[src/rtl/sys_sum_stream.sv]
// sys_sum_stream: accumulates (sum or max) D rows of signed channels, then
// serialises the per-channel results highest channel first under ready/valid.
module sys_sum_stream #(
  parameter int BitSize     = 8,
  parameter int OutSize     = 8,
  parameter int NumOfNerves = 4,
  parameter int MaxDepth    = 8,
  parameter bit Saturate    = 1'b1
) (
  input  logic                            clk,
  input  logic                            res,
  input  logic [$clog2(MaxDepth+1)-1:0]   cfg_depth,
  input  logic                            cfg_mode,
  input  logic                            in_valid,
  input  logic                            in_start,
  output logic                            in_ready,
  input  logic [NumOfNerves*BitSize-1:0]  in_data,
  input  logic                            out_ready,
  output logic                            out_valid,
  output logic                            out_start,
  output logic                            out_last,
  output logic [OutSize-1:0]              out_data,
  output logic                            err_restart
);
  localparam int AccSize = BitSize + $clog2(MaxDepth);
  localparam int DW = $clog2(MaxDepth + 1);
  localparam int PW = NumOfNerves > 1 ? $clog2(NumOfNerves) : 1;
  localparam logic signed [AccSize-1:0] SMAX = AccSize'((64'sd1 <<< (OutSize - 1)) - 64'sd1);
  localparam logic signed [AccSize-1:0] SMIN = ~SMAX;

  typedef enum logic {ACCUM, DRAIN} state_t;

  state_t state_q, state_d;
  logic [DW-1:0] cnt_q, cnt_d, depth_q, depth_d, dep;
  logic mode_q, mode_d;
  logic signed [AccSize-1:0] acc_q [NumOfNerves];
  logic signed [AccSize-1:0] acc_d [NumOfNerves];
  logic signed [AccSize-1:0] sx [NumOfNerves];
  logic [PW-1:0] ptr_q, ptr_d, sel;
  logic out_valid_d, out_start_d, out_last_d, err_d;
  logic [OutSize-1:0] out_data_d;

  function automatic logic [OutSize-1:0] conv(input logic signed [AccSize-1:0] a);
    return (Saturate && a > SMAX) ? SMAX[OutSize-1:0] :
           (Saturate && a < SMIN) ? SMIN[OutSize-1:0] : a[OutSize-1:0];
  endfunction

  assign in_ready = state_q == ACCUM;

  always_comb begin
    for (int i = 0; i < NumOfNerves; i++)
      sx[i] = AccSize'(signed'(in_data[i*BitSize +: BitSize]));
  end

  always_comb begin
    dep = cfg_depth == '0 ? DW'(1) : cfg_depth > DW'(MaxDepth) ? DW'(MaxDepth) : cfg_depth;
    state_d = state_q;
    cnt_d   = cnt_q;
    depth_d = depth_q;
    mode_d  = mode_q;
    acc_d   = acc_q;
    ptr_d   = ptr_q;
    err_d   = 1'b0;
    if (in_valid && in_ready) begin
      if (in_start) begin
        err_d   = cnt_q != '0;
        depth_d = dep;
        mode_d  = cfg_mode;
        cnt_d   = DW'(1);
        acc_d   = sx;
      end else if (cnt_q != '0) begin
        cnt_d = cnt_q + 1'b1;
        for (int i = 0; i < NumOfNerves; i++)
          acc_d[i] = mode_q ? (sx[i] > acc_q[i] ? sx[i] : acc_q[i]) : acc_q[i] + sx[i];
      end
      if ((in_start || cnt_q != '0) && cnt_d == depth_d) begin
        state_d = DRAIN;
        ptr_d   = '0;
      end
    end else if (state_q == DRAIN && out_ready) begin
      if (ptr_q == PW'(NumOfNerves - 1)) begin
        state_d = ACCUM;
        cnt_d   = '0;
      end else begin
        ptr_d = ptr_q + 1'b1;
      end
    end
    sel         = PW'(NumOfNerves - 1) - ptr_d;
    out_valid_d = state_d == DRAIN;
    out_start_d = out_valid_d && ptr_d == '0;
    out_last_d  = out_valid_d && ptr_d == PW'(NumOfNerves - 1);
    out_data_d  = out_valid_d ? conv(acc_d[sel]) : out_data;
  end

  always_ff @(posedge clk or posedge res) begin
    if (res) begin
      state_q     <= ACCUM;
      cnt_q       <= '0;
      depth_q     <= DW'(1);
      mode_q      <= 1'b0;
      ptr_q       <= '0;
      for (int i = 0; i < NumOfNerves; i++) acc_q[i] <= '0;
      out_valid   <= 1'b0;
      out_start   <= 1'b0;
      out_last    <= 1'b0;
      out_data    <= '0;
      err_restart <= 1'b0;
    end else begin
      state_q     <= state_d;
      cnt_q       <= cnt_d;
      depth_q     <= depth_d;
      mode_q      <= mode_d;
      ptr_q       <= ptr_d;
      acc_q       <= acc_d;
      out_valid   <= out_valid_d;
      out_start   <= out_start_d;
      out_last    <= out_last_d;
      out_data    <= out_data_d;
      err_restart <= err_d;
    end
  end
endmodule

[config.mk]
export PLATFORM = sky130hd
export DESIGN_NAME = sys_sum_stream
export DESIGN_NICKNAME = d
export VERILOG_FILES = /design/src/rtl/sys_sum_stream.sv
export SDC_FILE = /design/constraint.sdc
export NUM_CORES = 1
export LEC_CHECK = 0
export BUFFER_PORTS_ARGS = -buffer_cell sky130_fd_sc_hd__buf_4
export CORE_MARGIN = 2
export CORE_UTILIZATION = 40
export DETAILED_ROUTE_END_ITERATION = 7
export PLACE_DENSITY = 0.61
export SYNTH_ARGS = -nofsm -noshare
export SYNTH_HDL_FRONTEND = slang
export SYNTH_SLANG_ARGS = --single-unit
[constraint.sdc]
create_clock -name clk -period 4.2 [get_ports clk]
set_clock_uncertainty 0.1 [all_clocks]
set_input_delay 0.84 -clock clk [delete_from_list [all_inputs] [get_ports clk]]
set_output_delay 0.84 -clock clk [all_outputs]
set_load 0.01 [all_outputs]
==> results.md <==
- The cell repeated most along the worst path is buf_4.
- Synthesis inferred 67 register bits.
- The total vias in the final route is ~7500.
- Global routing consumed, over all layers together, 25.2% of the routing resources.
- The post-CTS repair timing setup buffer count is 0.
- The largest single stage delay on the critical path is 400 ps.
- After clock tree synthesis, the clock-pin slew on the worst setup and hold paths is 60 ps.
- Of all nets on the critical path, the largest fanout is 7.
- The iteration-0 DRC count of the detailed router is 650.
- The number of antenna violations at the first check in global routing is 0.
- In this run the most critical hold path is launched from depth_q[0].
- The synthesized net count is 1050.
- The startpoint identified for the worst register-to-register timing path is acc_q[33].
- The final-layout setup total negative slack is 0 ps.
- For this block, the routed nets add up to about 25000 um of wire.
- The average wire length per cell after detail routing is 20.3 um.
- The final critical-path share of the clock period is 92.6%.
- Counting flops with a built-in enable in the synthesized netlist gives 0.
- The number of pins exceeding their max-slew limit in the final report was 0.
- The number of global-route vias before repair is 7049.
- The die extent in y is 142 um.
- Timing would allow up to approximately 260 MHz.
- Compared with the post-synthesis result, the final layout area differs by 16.6%.
- The proportion of netlist area held by the largest area contributor is 21.7%.
- The commonest cells after synthesis are inv_1, ha_1, nor2_1, dfrtp_1, nand2_1.
- The async set-reset flop share out of synthesis is 100%.
- The worst path needs just under 4000 ps of the cycle, external delays included.
- The most used flip-flop cell after synthesis is dfrtp_1.
- Setup repair after global routing left no endpoint under its margin.
- The worst setup path is captured at a register.
- Along the worst hold path, the cell count comes to 2.
- After the last flow step, the layout net total stands at 1136.
- The worst hold slack is 380 ps.
- The cell type with the largest total area after synthesis is dfrtp_1.
- In the post-synthesis netlist, the biggest area contributors are dfrtp_1, ha_1, inv_1.
- The mapped cell area is 7620 sq um.
- The first-pass GRT wire length is 39300 um.
- The floorplan step set the die width to 142 um.
- The site row count is 50.
- Routability-driven placement finished with a final weighted congestion of 0.941.
- The die outline area is slightly above 20000 sq um.
- The clock insertion delay at the later pin of the skew report is 350 ps.
- Once the floorplan was initialized, standard cells occupied just over 40% of the core.
- For this design, the CTS-stage hold fixing added 0 buffers.
- The wire-length estimate of the detail-placed layout is 18900 um.
- After detailed routing, the number of remaining DRC violations is 0.
- The pin count of the biggest net entering global routing is 28.
- The clock buffer count from CTS is 9.
- The H-tree depth reported by CTS is 3.
- The signal on the critical path passes through buf_4 > ha_1 > inv_1 > fa_1 > o21bai_1 > a2111oi_0 > o311a_1 > o311ai_1 > o22ai_1 > o31ai_1 > buf_4 > nor2_1 > a211o_1 > o41ai_4 > buf_4 > a311oi_1.
- The share of final-layout standard cells stronger than drive strength 1 is ~17%.
- The count of buffers from port buffering is 54.
- The classification of the worst-slack hold path is register to register.
- The length in cells of the worst reg-to-reg path is 15.
- The worst setup path is of the input pin to register kind.
- Across the VDD grid, the largest voltage drop is 336 uV.
- For the worst setup path, the data required time is roughly 4300 ps.
- The mean cell area of the mapped netlist is 8.30 sq um.
- The analysis attributes to cell leakage a power of about 4.2 nW.
- STA classifies the critical path startpoint as an input pin.
- The clock passes through at most 2 buffers.
- TritonCTS built the clock tree.
- In this run the standard cell core region covers 18700 sq um.
- The antenna diode count is 0.
- CTS saw 67 sinks.
- Fill cells in the final layout number ~1900.
- The slowest stage of the critical path is the fa_1 cell.
- inv_1 is the most common cell in the netlist.
- At the worst endpoint, the arrival time is 4000 ps.
- For the pin with the worst max-slew slack, the measured transition is 712 ps.
- The cell area power density is 835 nW/um^2.
- The count of yosys warnings during synthesis is 0.
- The netlist uses 99 different library cells.
- Dividing the detail-routed via count by the number of cells gives 6.00.
- The count of endpoints failing hold in the final timing report is 0.
- The number of endpoints failing setup at the final stage is 0.
- The number of gates resized after CTS is 0.
- Once detail routing completed, the nets flagged for antenna violations numbered 0.
- In this run the count of I/O pins placed on the die edge is 55.
- Summing internal, switching and leakage power gives 7.41 mW.
- For this run, the detailed router's first-pass iteration total came to 6.
- The worst slew margin relative to its limit is 52.6%.
- The run finished with clean final reports.
- The global-route congestion overflow total is 0.
- The cell sitting at the root of the clock tree is a clkbuf_16.
- The number of max-cap violations is 0.
- The post-synthesis cell count is between 900 and 1000.
- The startpoint of the most critical setup path is in_data[0].
- The sequential element share of the synthesized area is 22.0%.
## power breakdown
group | total [mW] | switching, mW | leakage, nW | internal, mW
combinational | 5.27 | 3.04 | 3.20 | 2.23
sequential | 1.30 | 0.347 | 0.797 | 0.955
clock | 0.841 | 0.318 | 0.155 | 0.523
## critical path: cells and delay by family
family,cells,cell delay (ps)
buf+inv,4,490
fa+ha+maj,2,550
simple gates,1,30
compound gates,9,2100
## layout make-up
type,instances,area (sq um),area share [%]
inverter,95,362,4.07
sequential,67,1680,18.9
multi-input combinational,719,5390,60.7
timing repair buffer,112,841,9.47
clock buffer,14,284,3.20
tap,234,293,3.30
clock inverter,1,30.0,0.338
## per-stage QoR
stage	instance area [sq um]	setup WS (ps)	cells	utilization, %
finish	8880	312	1242	47.5
global placement	8570	48.2	1227	45.8
floorplan	7620	417	918	-
detailed placement	8570	4.79	1227	45.8
CTS	8880	317	1242	47.5
global route	8880	63.6	1242	47.5
## flip-flops by register name, indices dropped and copies added, names as in the netlist
register,cells
acc_q,44
out_data,8
cnt_q,4
depth_q,4
ptr_q,2
err_restart,1
mode_q,1
out_last,1
out_start,1
state_q,1
## path summary, 6_finish.rpt
path / slack [ps] / to
worst max-delay path: 310 / out_data[2]
worst min-delay path: 380 / depth_q[0]
worst max register to register: 410 / out_data[2]
worst min register to register: 380 / depth_q[0]
max in group asynchronous: 2790 / acc_q[37]
min in group asynchronous: 420 / acc_q[1]
## cell families (layout without fill, tap and decap cells)
kind of cell | count (synthesis) | in the layout | synth area share, %
simple gates | 264 | 264 | 17.4
xor+xnor | 33 | 33 | 3.98
fa+ha+maj | 90 | 90 | 15.2
buf+inv | 132 | 222 | 7.16
flops | 67 | 67 | 22.0
mux | 42 | 42 | 5.75
compound gates | 290 | 290 | 28.5
## per-layer routing
layer / vias to the layer above / part of all wire (%) / global-route usage [%]
li1: 3543 / - / -
met1: 3595 / 45 / 34.3
met2: 272 / 46 / 40.9
met3: 41 / 6.8 / 3.36
met4: 0 / 3.1 / 9.47
met5: - / 0 / 0
## cells in the final DEF (no fill, tap or decap), types with 7 or more instances in the layout
cell type,count
buf_4,112
inv_1,90
ha_1,86
nor2_1,83
dfrtp_1,65
nand2_1,59
a21oi_1,47
o21ai_0,40
mux2i_1,31
nor3_1,23
xnor2_1,21
a211oi_1,20
nand2b_1,17
nor2b_1,16
o22ai_1,14
a22oi_1,13
a21o_1,13
nand3_1,11
xor2_1,11
o31ai_1,11
o211ai_1,10
o21a_1,9
a31oi_1,9
clkbuf_16,9
and3_1,8
nand4_1,8
a221oi_1,7
mux2_2,7
Note: power is estimated with default switching activity, not from simulation.
